## config.mk

```make
export PLATFORM = sky130hd
export DESIGN_NAME = sensor_cmd_dispatch
export DESIGN_NICKNAME = d
export VERILOG_FILES = /design/src/rtl/sensor_cmd_dispatch.sv
export SDC_FILE = /design/constraint.sdc
export NUM_CORES = 1
export LEC_CHECK = 0
export BUFFER_PORTS_ARGS = -buffer_cell sky130_fd_sc_hd__buf_2
export CAP_MARGIN = 30
export CORE_AREA = 4 4 107 99
export DETAILED_ROUTE_END_ITERATION = 10
export DIE_AREA = 0 0 111 103
export GPL_ROUTABILITY_DRIVEN = 0
export PLACE_DENSITY_LB_ADDON = 0.05
export SLEW_MARGIN = 20
export SYNTH_ARGS = -nofsm -noshare
export SYNTH_HDL_FRONTEND = slang
export SYNTH_SLANG_ARGS = --single-unit
```

## constraint.sdc

```tcl
create_clock -name i_Clock -period 4.92 [get_ports i_Clock]
set_input_delay 0.492 -clock i_Clock [delete_from_list [all_inputs] [get_ports i_Clock]]
set_output_delay 0.492 -clock i_Clock [all_outputs]
set_load 0.01 [all_outputs]
```

## src/rtl/sensor_cmd_dispatch.sv

```systemverilog
// Sensor command dispatcher: parses 2-byte UART commands, starts one
// sensor channel and streams a 3-byte status/int/frac reply.
module sensor_cmd_dispatch #(
    parameter int         N_CH        = 4,
    parameter logic [7:0] MAX_REQ     = 8'h07,
    parameter int         TIMEOUT_CYC = 50_000_000,
    parameter int         GAP_CYC     = 5_000_000
) (
    input  logic              i_Clock,
    input  logic              i_Reset,
    input  logic              i_Rx_DV,
    input  logic [7:0]        i_Rx_Byte,
    output logic [7:0]        o_request,
    output logic [N_CH-1:0]   o_ch_en,
    input  logic [N_CH-1:0]   i_ch_done,
    input  logic [N_CH-1:0]   i_ch_err,
    input  logic [8*N_CH-1:0] i_ch_data_int,
    input  logic [8*N_CH-1:0] i_ch_data_frac,
    output logic              o_Tx_Start,
    output logic [7:0]        o_Tx_Byte,
    input  logic              i_Tx_Done,
    output logic              o_busy
);

    localparam int MAXP = (TIMEOUT_CYC > GAP_CYC) ? TIMEOUT_CYC : GAP_CYC;
    localparam int CW   = $clog2(MAXP) + 1;
    localparam int AW   = (N_CH > 1) ? $clog2(N_CH) : 1;

    typedef enum logic [2:0] {
        S_IDLE,
        S_GET_ADDR,
        S_CHECK,
        S_START,
        S_WAIT,
        S_LOAD,
        S_SEND,
        S_WAIT_TX
    } state_t;

    state_t        state_q, state_d;
    logic [7:0]    code_q, code_d;
    logic [7:0]    addr_q, addr_d;
    logic [7:0]    stat_q, stat_d;
    logic [7:0]    int_q, int_d;
    logic [7:0]    frac_q, frac_d;
    logic [1:0]    idx_q, idx_d;
    logic [CW-1:0] gap_q, gap_d;
    logic [CW-1:0] to_q, to_d;

    logic [AW-1:0] ch;
    logic          sel_done;
    logic          sel_err;
    logic [7:0]    sel_int;
    logic [7:0]    sel_frac;
    logic [7:0]    tx_byte;

    assign ch = addr_q[AW-1:0];

    // Only the addressed channel is visible to the FSM.
    always_comb begin
        sel_done = 1'b0;
        sel_err  = 1'b0;
        sel_int  = 8'h00;
        sel_frac = 8'h00;
        for (int k = 0; k < N_CH; k++) begin
            if (ch == AW'(k)) begin
                sel_done = i_ch_done[k];
                sel_err  = i_ch_err[k];
                sel_int  = i_ch_data_int[8*k +: 8];
                sel_frac = i_ch_data_frac[8*k +: 8];
            end
        end
    end

    always_comb begin
        unique case (idx_q)
            2'd0:    tx_byte = stat_q;
            2'd1:    tx_byte = int_q;
            default: tx_byte = frac_q;
        endcase
    end

    always_comb begin
        state_d = state_q;
        code_d  = code_q;
        addr_d  = addr_q;
        stat_d  = stat_q;
        int_d   = int_q;
        frac_d  = frac_q;
        idx_d   = idx_q;
        gap_d   = gap_q;
        to_d    = to_q;
        unique case (state_q)
            S_IDLE: begin
                if (i_Rx_DV) begin
                    code_d  = i_Rx_Byte;
                    gap_d   = '0;
                    state_d = S_GET_ADDR;
                end
            end
            S_GET_ADDR: begin
                if (i_Rx_DV) begin
                    addr_d  = i_Rx_Byte;
                    state_d = S_CHECK;
                end else if (gap_q == CW'(GAP_CYC - 1)) begin
                    state_d = S_IDLE;
                end else begin
                    gap_d = gap_q + CW'(1);
                end
            end
            S_CHECK: begin
                int_d  = 8'h00;
                frac_d = 8'h00;
                if (code_q > MAX_REQ) begin
                    stat_d  = 8'hFE;
                    state_d = S_LOAD;
                end else if (addr_q >= 8'(N_CH)) begin
                    stat_d  = 8'hFD;
                    state_d = S_LOAD;
                end else begin
                    state_d = S_START;
                end
            end
            S_START: begin
                to_d    = '0;
                state_d = S_WAIT;
            end
            S_WAIT: begin
                // Done is tested first so it beats a same-cycle timeout.
                if (sel_done) begin
                    state_d = S_LOAD;
                    if (sel_err) begin
                        stat_d = 8'h1F;
                        int_d  = 8'h00;
                        frac_d = 8'h00;
                    end else begin
                        stat_d = {1'b1, code_q[6:0]};
                        int_d  = sel_int;
                        frac_d = sel_frac;
                    end
                end else if (to_q == CW'(TIMEOUT_CYC - 1)) begin
                    stat_d  = 8'hFC;
                    int_d   = 8'h00;
                    frac_d  = 8'h00;
                    state_d = S_LOAD;
                end else begin
                    to_d = to_q + CW'(1);
                end
            end
            S_LOAD: begin
                idx_d   = 2'd0;
                state_d = S_SEND;
            end
            S_SEND: begin
                state_d = S_WAIT_TX;
            end
            S_WAIT_TX: begin
                if (i_Tx_Done) begin
                    if (idx_q == 2'd2) begin
                        state_d = S_IDLE;
                    end else begin
                        idx_d   = idx_q + 2'd1;
                        state_d = S_SEND;
                    end
                end
            end
            default: state_d = S_IDLE;
        endcase
    end

    always_ff @(posedge i_Clock) begin
        if (i_Reset) begin
            state_q <= S_IDLE;
            code_q  <= 8'h00;
            addr_q  <= 8'h00;
            stat_q  <= 8'h00;
            int_q   <= 8'h00;
            frac_q  <= 8'h00;
            idx_q   <= 2'd0;
            gap_q   <= '0;
            to_q    <= '0;
        end else begin
            state_q <= state_d;
            code_q  <= code_d;
            addr_q  <= addr_d;
            stat_q  <= stat_d;
            int_q   <= int_d;
            frac_q  <= frac_d;
            idx_q   <= idx_d;
            gap_q   <= gap_d;
            to_q    <= to_d;
        end
    end

    assign o_request  = (state_q == S_START || state_q == S_WAIT) ?
                        code_q : 8'h00;
    assign o_ch_en    = (state_q == S_START) ? (N_CH'(1) << ch) : '0;
    assign o_Tx_Start = (state_q == S_SEND);
    assign o_Tx_Byte  = (state_q == S_SEND || state_q == S_WAIT_TX) ?
                        tx_byte : 8'h00;
    assign o_busy     = (state_q != S_IDLE && state_q != S_GET_ADDR);

endmodule

```

* Word level (Yosys, flattened, before mapping)
Index checks and enable logic that the tools add are counted.
** Storage, ports and cells
- Register bits after elaboration :: 99
- Input port bits :: 84
- Output and inout bits :: 22
- Word-level logic and storage cells :: 112
** Cells by class
- Add/sub/neg operators :: 3
- Magnitude comparators :: 2
- Eq/ne operators :: 25
- Shift operators :: 1
- Multiplexer cells :: 53
- Reduce and logical (&&, ||, !) cells :: 19
** Operator list (number)
- 8-bit two-way mux :: 20
- 27-bit two-way mux :: 5
- 27-bit one-hot mux with 2 select lines :: 2
- 8-bit one-hot mux with 2 select lines :: 4
- 27-bit by 1-bit adder with 27-bit output, second input constant :: 2
- 27-bit by 23-bit == test with 1-bit output, second input constant :: 1
- 27-bit by 26-bit == test with 1-bit output, second input constant :: 1
- 3-bit two-way mux :: 9
- 3-bit one-hot mux with 8 select lines :: 1
- 2-bit != test, second input constant :: 7
- 3-bit == test, second input constant :: 4
- 3-bit != test, second input constant :: 3
- 3-bit AND reduction :: 3
- 8-bit by 3-bit greater-or-equal comparator with 1-bit output, second input constant :: 1
- 8-bit by 3-bit greater-than comparator with 1-bit output, second input constant :: 1
- 1-bit two-way mux :: 8
- 4-bit AND reduction :: 2
- 2-bit nonzero test :: 4
- 2-bit == test, second input constant :: 3
- 3-bit by 2-bit == test with 1-bit output, second input constant :: 2
- 2-bit AND reduction :: 3
- 2-bit by 1-bit == test with 1-bit output, second input constant :: 2
- 2-bit logical NOT :: 2
- 2-bit two-way mux :: 2
- 10 further kinds :: 11

* Logic depth before layout (Yosys ltp)
- Depth in word-level cells :: 8
- Mapped depth :: 8
- Depth with buffers taken out :: 7

* Worst setup path after synthesis
Ideal clock, no wire load.
- Path type :: reg2out
- Start point :: reg state_q[1]
- End point :: out o_ch_en[2]
- Arrival :: 1.674 ns
- Required time :: 4.428 ns
- Slack :: 2.754 ns
- Stages on the path, launching flop included :: 7
- Buffers on the path :: 2
- Cell sequence :: dfxtp_1 -> clkbuf_1 -> inv_1 -> nor3_1 -> clkbuf_1 -> nand2_1 -> nor2_1
** On the way
- Word-level cells in the longest chain between the ends :: 2
** RTL lines
- start: declaration :: RTL line 40 : state_t state_q, state_d;
- start signal: assignment :: RTL line 183 : state_q <= state_d;
- 3-bit by 2-bit == test with 1-bit output :: RTL line 197 : assign o_ch_en = (state_q == S_START) ? (N_CH'(1) << ch) : '0;
- 4-bit two-way mux :: RTL line 197
- end: declaration :: RTL line 14 : output logic [N_CH-1:0] o_ch_en,
Every way passes these cells.

* Worst setup path in the final report
- Start point :: reg state_q[0]
- End point :: out o_ch_en[3]
Same word-level chain as after synthesis.

==> out/qor.yml <==
dp_hpwl_mm: 10.69
irDropWorstVdd_mv: 0.2288
synth_sequential_area_ratio_pct: 34.87
critPathMaxStageDelay_ns: 0.65
worst_slew_margin_rel_pct: 39.22
grt_util_met2_pct: 41.60
crit_slowest_cell: "sky130_fd_sc_hd__dfxtp_1"
static-leakage-power_nw: 2.170
cell_by_cell_listing_of_the_critical_path: "inv_1 -> nor3_4 -> and3_1 -> buf_2"
routedWlPerCell_um: 16.41
endpoint_kind: "output port"
cp_top_family: "simple AND/OR/NAND/NOR gates"
p_total_mw: 1.510
groute.usage.overall_pct: 25.36
die_width_um: 111
p_sw_share_pct: 28.16
outcome: "complete, no violations"
detailed_router_iteration_count_before_antenna_repair: 5
io_buffers: 105
synth-edff-count: 0
power.net_switching_uw: 425.3
design.portCount: 106
fp-row-count: 34
power_density_nw_per_um2: 234.0
final_cell_count_no_fill: 907
drive_above_1_share_pct: 20.74
crit_path_buffers_inverters: 2
netlist_instances: 697
grt_max_degree: 70
postSynthRegisterBits: 99
final-setup-viol-count: 0
route.detailed.drc: 0
arrival_ns: 2.29
critPathRequiredTime_ns: 4.43
rsz0062_at_grt: "false"
cts_root_buffer: "sky130_fd_sc_hd__clkbuf_8"
design.die.area_um2: 11430
post_drt_via_cell_ratio: 6.215
maxCapViolCount: 0
via_count: 5637
final-max-slew-violation-count: 0
final_nets: 865
cts_buffers: 9
antenna_cells_inserted: 0
worst_min_delay_path_class: "primary input to flip-flop"
power_report.internal_total_mw: 1.085
cts_clock_pin_slew_for_the_worst_setup_and_hold_paths_ns: 0.10
ys_async_sr_fraction_pct: 0
share_comb_of_total_power_pct: 12.5
placeableCoreArea_um2: 9487
startpoint_type: "flip-flop"
power_frac_clock_pct: 32.8
area_delta_synth_final_pct: 13.56
initialDrtViolationCount: 469
max_fo_critical_path: 19
hold_buffers: 0
cts_sinks: 99
timing.final.hold_violations: 0
grt_most_used_layer: "met2"
initial_utilization_pct: 59.92
final_cell_mix: "sky130_fd_sc_hd__buf_2, sky130_fd_sc_hd__nand2_1, sky130_fd_sc_hd__dfxtp_1"
fin_worst_hold_slack_ns: 0.3557
totalWireLength_mm: 14.89
synth-main-ff-cell: "sky130_fd_sc_hd__dfxtp_1"
final_antenna_net_count: 0
most_common_cell_after_layout_fill_and_taps_aside: "sky130_fd_sc_hd__buf_2"
overall_overflow_remaining_after_global_route: 0
timing.clock.skew_ns: 0.007131
mappedNetlistArea_um2: 5684
minimum_clock_period_ns: 2.786
synth.distinct_cells: 56
cts.path.max_buffers: 2
grt_use_met3_pct: 4.519
die-height_um: 103
maxClockFrequency_mhz: 358.9
cts_resized: 0
tightestPinTransition_ns: 0.9116
p_seq_share_pct: 54.7
grt_pass1_wl_mm: 24.20
crit_type: "flip-flop to output port"
grt.met1_usage_pct: 34.30
worst_skew_pair.late_latency_ns: 0.38
syn-num-nets: 786
syn_avg_cell_area_um2: 8.155
period_share_pct: 56.63
ctsHtreeMaxLevel: 3
finalSetupTns_ns: 0
cts_tree: "built"
antenna_found_initial: 0
synth-warning-count: 0
dpl.cell_count: 890
post_cts_buffers: 0
vias_in_the_first_global_route: 5110
==> per-stage QoR <==
| stage | instance area (um^2) | util (%) | worst slack, ns |
|---|---|---|---|
| floorplan | 5684 | - | 2.754 |
| global placement | 6247 | 65.85 | 2.341 |
| detailed placement | 6259 | 65.97 | 2.289 |
| CTS | 6441 | 67.90 | 1.868 |
| global route | 6455 | 68.04 | 1.967 |
| finish | 6455 | 68.04 | 2.134 |
==> flip-flops by register name (all words and copies together) (netlist names) <==
name	cells
gap_q	27
to_q	27
addr_q	8
code_q	8
frac_q	8
int_q	8
stat_q	8
state_q	3
idx_q	2
==> kinds of logic (layout without fill, tap and decap cells) <==
| group | after synthesis | count (layout) | synth area share [%] |
|---|---|---|---|
| compound gates | 191 | 191 | 21.35 |
| xor+xnor | 4 | 4 | 0.6164 |
| fa+ha+maj | 5 | 5 | 1.101 |
| buf+inv | 60 | 144 | 4.490 |
| flops | 99 | 99 | 34.87 |
| mux | 47 | 47 | 10.96 |
| simple gates | 291 | 291 | 26.61 |
==> cell usage after synthesis (17+ instances only) <==
master | instances | area share, %
sky130_fd_sc_hd__nand2_1 | 100 | 6.6
sky130_fd_sc_hd__or4_1 | 19 | 2.5
sky130_fd_sc_hd__nor2_1 | 36 | 2.4
sky130_fd_sc_hd__o21ai_0 | 45 | 4.0
sky130_fd_sc_hd__clkbuf_1 | 38 | 2.5
sky130_fd_sc_hd__or3_1 | 25 | 2.8
sky130_fd_sc_hd__nand4_1 | 18 | 2.0
sky130_fd_sc_hd__a211oi_1 | 18 | 2.4
sky130_fd_sc_hd__mux2i_1 | 33 | 5.8
sky130_fd_sc_hd__a21oi_1 | 69 | 6.1
sky130_fd_sc_hd__nor3_1 | 19 | 1.7
sky130_fd_sc_hd__nand3_1 | 19 | 1.7
sky130_fd_sc_hd__dfxtp_1 | 99 | 35
sky130_fd_sc_hd__o31ai_1 | 17 | 2.2
==> layer usage <==
layer | up-vias | wire length [um]
li1 | 2781 | -
met1 | 2672 | 6649
met2 | 168 | 7281
met3 | 16 | 812
met4 | 0 | 143
met5 | - | 0
==> layout make-up <==
class,count,area [um^2]
Tap cell,126,157.7
Fill cell,822,3032
Multi-Input combinational cell,538,3476
Timing Repair Buffer,116,611.8
Inverter,12,45.04
Clock buffer,9,123.9
Clock inverter,7,58.81
Sequential cell,99,1982
==> final timing paths <==
check / from / to / slack [ns] / depth (start not counted)
max: state_q[0] / o_ch_en[3] / 2.13 / 4
min: i_Rx_Byte[4] / code_q[4] / 0.36 / 3
max reg2reg: to_q[0] / to_q[21] / 2.37 / 6
min reg2reg: code_q[2] / code_q[2] / 0.48 / 2
==> power by group through the flow <==
stage / clock (mW) / combinational [mW] / sequential, mW
2_1_floorplan: 0 / 0.124 / 0.839
3_3_place_gp: 0 / 0.181 / 0.844
3_5_place_dp: 0 / 0.185 / 0.845
4_1_cts: 0.511 / 0.186 / 0.827
5_1_grt: 0.536 / 0.208 / 0.829
6_report: 0.495 / 0.189 / 0.827
==> tightest hold or removal path: cells and delay by family <==
kind            cells  cell delay (ns)
compound gates      1             0.05
buf+inv             1             0.10
simple gates        1             0.05
(Power assumes the default switching activity.)
